`config.mk`:
```
export PLATFORM = sky130hd
export DESIGN_NAME = dmem_if
export DESIGN_NICKNAME = d
export VERILOG_FILES = /design/src/rtl/dmem_if.sv
export SDC_FILE = /design/constraint.sdc
export NUM_CORES = 1
export LEC_CHECK = 0
export BUFFER_PORTS_ARGS = -buffer_cell sky130_fd_sc_hd__buf_4
export CORE_MARGIN = 3
export CORE_UTILIZATION = 40
export DETAILED_ROUTE_END_ITERATION = 10
export PLACE_DENSITY = 0.71
export SLEW_MARGIN = 20
export SYNTH_ARGS = -nofsm -noshare
export SYNTH_HDL_FRONTEND = slang
export SYNTH_SLANG_ARGS = --single-unit
```
`constraint.sdc`:
```
create_clock -name clk -period 3.15 [get_ports clk]
set_input_delay 0.1575 -clock clk [delete_from_list [all_inputs] [get_ports clk]]
set_output_delay 0.1575 -clock clk [all_outputs]
set_load 0.005 [all_outputs]
```
`src/rtl/dmem_if.sv`:
```
// MEM-stage data-memory interface: runs one req/ack access per aligned CPU
// request, stalls the pipeline until it completes, and aborts after TIMEOUT cycles.
module dmem_if #(
  parameter int unsigned TIMEOUT = 255
) (
  input  logic        clk,
  input  logic        reset,
  input  logic        cpu_req,
  input  logic        cpu_wr,
  input  logic [1:0]  cpu_size,
  input  logic [31:0] cpu_addr,
  input  logic [31:0] cpu_wdata,
  output logic        stall,
  output logic [31:0] cpu_rdata,
  output logic        misalign,
  output logic        bus_err,
  output logic        mem_req,
  output logic        mem_we,
  output logic [31:0] mem_addr,
  output logic [3:0]  mem_be,
  output logic [31:0] mem_wdata,
  input  logic        mem_ack,
  input  logic [31:0] mem_rdata
);

  typedef enum logic [1:0] {IDLE, BUSY, DONE} state_t;

  localparam logic [7:0] CNT_LAST = 8'(TIMEOUT - 1);

  state_t      state_q, state_d;
  logic [7:0]  cnt_q, cnt_d;
  logic        mem_req_q, mem_req_d;
  logic        mem_we_q, mem_we_d;
  logic [31:0] mem_addr_q, mem_addr_d;
  logic [3:0]  mem_be_q, mem_be_d;
  logic [31:0] mem_wdata_q, mem_wdata_d;
  logic [31:0] cpu_rdata_q, cpu_rdata_d;
  logic        misalign_q, misalign_d;
  logic        bus_err_q, bus_err_d;

  logic        aligned;
  logic [3:0]  be_calc;
  logic [31:0] wdata_calc;

  // Size decode: byte lanes are big-endian, so offset 0 maps to be[3].
  always_comb begin
    aligned    = 1'b1;
    be_calc    = 4'b1111;
    wdata_calc = cpu_wdata;
    case (cpu_size)
      2'b00: begin
        be_calc    = 4'b1000 >> cpu_addr[1:0];
        wdata_calc = {4{cpu_wdata[7:0]}};
      end
      2'b01: begin
        aligned    = ~cpu_addr[0];
        be_calc    = cpu_addr[1] ? 4'b0011 : 4'b1100;
        wdata_calc = {2{cpu_wdata[15:0]}};
      end
      default: begin
        aligned = (cpu_addr[1:0] == 2'b00);
      end
    endcase
  end

  always_comb begin
    state_d     = state_q;
    cnt_d       = cnt_q;
    mem_req_d   = mem_req_q;
    mem_we_d    = mem_we_q;
    mem_addr_d  = mem_addr_q;
    mem_be_d    = mem_be_q;
    mem_wdata_d = mem_wdata_q;
    cpu_rdata_d = cpu_rdata_q;
    misalign_d  = 1'b0;
    bus_err_d   = 1'b0;
    stall       = 1'b0;
    case (state_q)
      IDLE: begin
        if (cpu_req) begin
          if (aligned) begin
            stall       = 1'b1;
            state_d     = BUSY;
            mem_req_d   = 1'b1;
            mem_we_d    = cpu_wr;
            mem_addr_d  = {cpu_addr[31:2], 2'b00};
            mem_be_d    = be_calc;
            mem_wdata_d = wdata_calc;
          end else begin
            misalign_d = 1'b1;
          end
        end
      end
      BUSY: begin
        stall = 1'b1;
        if (mem_ack) begin
          state_d   = DONE;
          mem_req_d = 1'b0;
          cnt_d     = 8'd0;
          if (!mem_we_q) begin
            cpu_rdata_d = mem_rdata;
          end
        end else if (cnt_q == CNT_LAST) begin
          // Give up on an unresponsive memory; the load returns zero.
          state_d     = DONE;
          mem_req_d   = 1'b0;
          cnt_d       = 8'd0;
          cpu_rdata_d = 32'd0;
          bus_err_d   = 1'b1;
        end else begin
          cnt_d = cnt_q + 8'd1;
        end
      end
      DONE: begin
        state_d = IDLE;
      end
      default: begin
        state_d = IDLE;
      end
    endcase
  end

  always_ff @(posedge clk) begin
    if (!reset) begin
      state_q     <= IDLE;
      cnt_q       <= 8'd0;
      mem_req_q   <= 1'b0;
      mem_we_q    <= 1'b0;
      mem_addr_q  <= 32'd0;
      mem_be_q    <= 4'd0;
      mem_wdata_q <= 32'd0;
      cpu_rdata_q <= 32'd0;
      misalign_q  <= 1'b0;
      bus_err_q   <= 1'b0;
    end else begin
      state_q     <= state_d;
      cnt_q       <= cnt_d;
      mem_req_q   <= mem_req_d;
      mem_we_q    <= mem_we_d;
      mem_addr_q  <= mem_addr_d;
      mem_be_q    <= mem_be_d;
      mem_wdata_q <= mem_wdata_d;
      cpu_rdata_q <= cpu_rdata_d;
      misalign_q  <= misalign_d;
      bus_err_q   <= bus_err_d;
    end
  end

  assign mem_req   = mem_req_q;
  assign mem_we    = mem_we_q;
  assign mem_addr  = mem_addr_q;
  assign mem_be    = mem_be_q;
  assign mem_wdata = mem_wdata_q;
  assign cpu_rdata = cpu_rdata_q;
  assign misalign  = misalign_q;
  assign bus_err   = bus_err_q;

endmodule

```
* After elaboration in Yosys (flattened, before gate mapping) *
Index checks and enable logic that the tools add are counted.

storage, ports and cells
  flip-flop bits (word level) = 112
  input port bits = 103
  word-level logic and storage cells = 57

cells by class
  $add $sub $neg = 1
  eq/ne operators = 7
  shift operators = 1
  multiplexer cells = 24
  bitwise gates (word level) = 3
  reductions and logical operators = 11

operators with widths
  kind                   number
  $mux W32               3
  $pmux W32 S2           1
  $mux W8                2
  $reduce_and A3 Y1      4
  $add A8 B1 Y8 const B  1
  $eq A8 B8 Y1 const B   1
  $mux W1                8
  $mux W2                4
  $pmux W4 S2            1
  $logic_not A2 Y1       3
  $ne A2 B2 Y1 const B   3
  $pmux W1 S2            3
  $eq A2 B1 Y1 const B   2
  $mux W4                1
  $pmux W2 S2            1
  $reduce_and A4 Y1      1
  $reduce_bool A2 Y1     2
  $shr A4 B2 Y4 const A  1
  $ne A3 B3 Y1 const B   1
  $not A1 Y1             3
  $reduce_or A3 Y1       1

* Logic depth before layout (Yosys ltp) *
  word-level depth = 5
  mapped depth = 7
  depth with buffers taken out = 6

* Worst setup path before layout *
Ideal clock, no wire load.

  path kind = reg2reg
  from = register cnt_q[0]
  to = register cnt_q[2]
  arrival time = 1,660 ps
  data required time = 3,076 ps
  path slack = 1,416 ps
  stages on the path, launching flop included = 7
  path buffers = 0
  period minus slack after synthesis = 1,734 ps
  path through = dfxtp_1 inv_1 ha_1 and3_1 a211o_1 or3b_1 a31oi_1

on the way
  cells in the longest elaborated chain, start to end = 3
  elaborated cells between the ends (all ways) = 4
  those cells by class = 1 x add/sub; 1 x eq/ne; 2 x mux

RTL lines
  what                                           line      RTL
  start: declaration                             31        logic [7:0] cnt_q, cnt_d;
  start signal: assignment                       137       cnt_q <= cnt_d;
  $add A8 B1 Y8 or $eq A8 B8 Y1 (tied branches)  111, 103
  $mux W8 *                                      103       end else if (cnt_q == CNT_LAST) begin
  $mux W8 *                                      96        if (mem_ack) begin

Mark *: on every way between the ends. The rest lies on a longest branch, timed or not.
A chain may end at the register's enable or synchronous reset.

* Final worst setup path *
  from = register state_q[1]
  to = register mem_addr_q[26] (netlist: mem_addr[26])

on the way
  cells in the longest elaborated chain, start to end = 2

RTL lines
  what                         line  RTL
  start: declaration           30    state_t state_q, state_d;
  start signal: assignment     136   state_q <= state_d;
  $logic_not A2 Y1             78    case (state_q)
  $reduce_and A3 Y1 (no line)  --
  end signal: assignment       140   mem_addr_q <= mem_addr_d;
  end: declaration             34    logic [31:0] mem_addr_q, mem_addr_d;

Every way passes these cells.

==> summary.md <==
| Metric | Value |
|---|---|
| Outcome | `completed` |
| DRC violations left | `0` |
| Metal2 WL | `6.63 mm` |
| Via density | `5.07` |
| Largest net degree at the start of global routing | `68` |
| Synth unique cells | `37` |
| Max_slew headroom | `0.535` |
| Power Density | `roughly 450 mW/mm²` |
| Core Rows | `36` |
| Endpoint class of the critical path | `flip-flop` |
| Max FO, Critical Path | `35` |
| Placed Area | `0.00585 mm²` |
| Worst EP arrival | `2.28 ns` |
| Max Used Layer | `met4` |
| DP Cell Count | `795` |
| Post-layout minimum cycle time | `2.08 ns` |
| Synthesized area | `0.00424 mm²` |
| Max Cap Viol | `0` |
| CTS tree | `done` |
| Post-Syn Instances | `488` |
| Cells on worst reg2reg path | `5` |
| Asr flop ratio synth | `0` |
| Met3 WL | `roughly 850 µm` |
| Die W | `109 µm` |
| # fillers | `868` |
| DRT Pass-1 Iters | `5` |
| Static Leak | `0.00272 µW` |
| Min-delay src | `mem_rdata[12]` |
| Gr ovfl total | `0` |
| Final Non-Filler Cells | `a little over 800` |
| Via count | `about 4200` |
| Worst-Skew Late Latency | `between 0.3 and 0.4 ns` |
| Cell area after layout | `a little over 0.006 mm²` |
| Syn. warnings | `0` |
| Post-synthesis sequential area ratio | `0.528` |
| Area Growth Syn to Fin | `46.3%` |
| Final setup vio count | `0` |
| Die Area | `0.0119 mm²` |
| Die H | `109 µm` |
| Final Max Slew Viols | `0` |
| Min-Delay Path Depth | `2` |
| Initial Util | `0.423` |
| Final Cycle Share | `0.660` |
| M1 WL | `4.94 mm` |
| First-pass GRT wire length | `19.3 mm` |
| Core ar. | `0.0100 mm²` |
| GP Congestion | `0.835` |
| Clock slew seen by the registers of the worst setup and hold paths | `roughly 0.10 ns` |
| Syn_area_per_cell | `slightly below 9 µm²` |
| Final hold viol count | `0` |
| Post-DP HPWL | `9.30 mm` |
| Ys flop type | `dfxtp_1` |
| Clock Skews | `0.0129 ns` |
| Reg2reg end | `mem_addr[26]$_SDFFE_PN0P_` |
| Number of port buffers | `between 200 and 250` |
| Max VDD drop | `0.254 mV` |
| Reg2reg start | `state_q[1]$_SDFFE_PN0P_` |
| Num CTS Buffers | `9` |
| Setup crit start kind | `flip-flop` |
| Clk root buf | `clkbuf_8` |
| Final WL | `12.7 mm` |
| Layout cell share with drive strength beyond 1 | `0.333` |
| Htree depth | `3` |
| Clk buf depth | `2` |
| R2R setup slack | `1.07 ns` |
| Post-CTS setup buffer count | `0` |
| Worst Hold End | `cpu_rdata[12]$_SDFFE_PN0P_` |
| I/O Pins | `about 210` |
| Hold crit path type | `input port to flip-flop` |
| DR iter-0 viols | `304` |
| Seq cells post-synth | `112` |
| Post-route setup TNS | `0 ns` |
| Initial antenna violation count | `1` |
| Number of global-route vias before repair | `3981` |
| Crit path required time | `approximately 3.4 ns` |
| All-Layer GR Usage | `0.206` |
| Drt wl/cell | `roughly 15 µm` |
| Post-synth EDFFs | `0` |
| Clock sinks | `about 110` |
| F_max | `481 MHz` |
| ANT nets after route | `0` |
| Crit Path Class | `flip-flop to flip-flop` |
| # nets final | `~790` |
| Worst slew pin tran | `~0.70 ns` |
| RSZ-0062 raised after global routing | `false` |
==> registers in the layout (all words and copies together) (netlist names) <==
| signal | cells |
|---|---|
| mem_wdata | 32 |
| mem_addr | 30 |
| misalign | 1 |
| mem_req | 1 |
| cnt_q | 8 |
| mem_be | 4 |
| bus_err | 1 |
| cpu_rdata | 32 |
| mem_we | 1 |
| state_q | 2 |
==> cell usage in the layout (no fill, tap or decap), types with 2 or more instances in the layout <==
| cell | Yosys | final |
|---|---|---|
| nor2b_1 | 3 | 3 |
| a311oi_1 | 8 | 8 |
| nor3_1 | 4 | 4 |
| clkinv_4 | 0 | 2 |
| or3_1 | 3 | 3 |
| a31oi_1 | 6 | 6 |
| a21oi_1 | 54 | 53 |
| nand4_1 | 2 | 2 |
| dlygate4sd3_1 | 0 | 16 |
| conb_1 | 1 | 2 |
| and3_1 | 4 | 3 |
| dfxtp_1 | 112 | 112 |
| nand2_1 | 120 | 120 |
| inv_6 | 0 | 2 |
| nand3_1 | 10 | 9 |
| buf_4 | 2 | 209 |
| nand3b_1 | 2 | 2 |
| o21ai_0 | 19 | 19 |
| mux2i_1 | 16 | 16 |
| a22o_1 | 32 | 32 |
| a211oi_1 | 9 | 9 |
| clkbuf_8 | 0 | 11 |
| ha_1 | 2 | 2 |
| nor2_1 | 27 | 26 |
| nand2b_1 | 3 | 3 |
==> report_power, final <==
| part | switching [µW] | internal [µW] | total, µW |
|---|---|---|---|
| sequential | 37.1 | 1480 | 1520 |
| combinational | 210 | 242 | 452 |
| clock | 469 | 341 | 810 |
==> worst max-delay path by stage <==
| stage | start | endpoint | slack (ns) | cells after the start |
|---|---|---|---|---|
| after global placement | state_q[1]$_SDFFE_PN0P_ | mem_addr[14]$_SDFFE_PN0P_ | 1.16 | 5 |
| after floorplan | cnt_q[0]$_SDFFE_PN0P_ | cnt_q[2]$_SDFFE_PN0P_ | 1.42 | 6 |
| after global routing | state_q[1]$_SDFFE_PN0P_ | mem_addr[26]$_SDFFE_PN0P_ | 0.83 | 5 |
| after CTS | state_q[1]$_SDFFE_PN0P_ | mem_addr[26]$_SDFFE_PN0P_ | 1.05 | 5 |
| final | state_q[1]$_SDFFE_PN0P_ | mem_addr[26]$_SDFFE_PN0P_ | 1.07 | 5 |
| after detailed placement | state_q[1]$_SDFFE_PN0P_ | mem_addr[12]$_SDFFE_PN0P_ | 1.06 | 5 |
==> cell families (layout without fill, tap and decap cells) <==
logic type,Yosys count,in the layout,synth area share
DFF,112,112,0.528
buffers and inverters,39,244,0.0398
muxes,16,16,0.0377
and+or+nand+nor,185,185,0.185
other,1,3,0.000884
adders and majority gates,2,2,0.00590
AOI/OAI and AO/OA,133,133,0.202
==> routing by layer <==
metal	GRT usage	vias up
met4	0.0784	0
met2	0.359	128
li1	-	2099
met1	0.241	1955
met3	0.0533	20
met5	0	-
==> cell type report <==
cell class,count,area [µm²],share of cell area
Sequential cell,112,2240,0.361
Antenna cell,1,2.50,0.000403
Multi-Input combinational cell,338,1850,0.298
Clock inverter,4,35.0,0.00564
Clock buffer,12,155,0.0250
Timing Repair Buffer,226,1750,0.282
Inverter,2,7.51,0.00121
Tap cell,133,166,0.0268
==> critical path: stages (launching register included) <==
cell	delay [ns]
dfxtp_1	0.34
nor3b_1	0.35
nand3_2	0.61
buf_4	0.45
nand2_1	0.09
a21oi_1	0.08
==> what timing repair did <==
item	4_1_cts	5_1_grt
hold buffers	14	2
gates resized for setup	0	0
endpoints found under the hold margin	14	2
==> stage by stage <==
step / total power, µW / worst slack, ns / hold slack, ns / utilization
after CTS: 2820 / 1.05 / 0.000210 / 0.616
final: 2780 / 1.07 / 0.0199 / 0.618
after global placement: 1980 / 1.16 / 0.375 / 0.583
after global routing: 2910 / 0.832 / 0.00110 / 0.618
after detailed placement: 1990 / 1.06 / 0.379 / 0.583
after floorplan: 1730 / 1.42 / 0.236 / -
==> Yosys cell counts (all sizes together) (3+ instances only) <==
| cell | instances | area share |
|---|---|---|
| o21ai | 20 | 0.024 |
| nor3 | 4 | 0.0047 |
| clkbuf | 22 | 0.019 |
| or3 | 3 | 0.0044 |
| a311oi | 8 | 0.017 |
| nand3 | 10 | 0.012 |
| and3 | 4 | 0.0059 |
| nor2b | 3 | 0.0044 |
| nand2 | 120 | 0.11 |
| buf | 15 | 0.019 |
| nand2b | 3 | 0.0044 |
| a31oi | 6 | 0.0088 |
| a211oi | 9 | 0.016 |
| a21oi | 54 | 0.064 |
| dfxtp | 112 | 0.53 |
| nor2 | 27 | 0.024 |
| mux2i | 16 | 0.038 |
| a22o | 32 | 0.066 |
(Power assumes the default switching activity.)
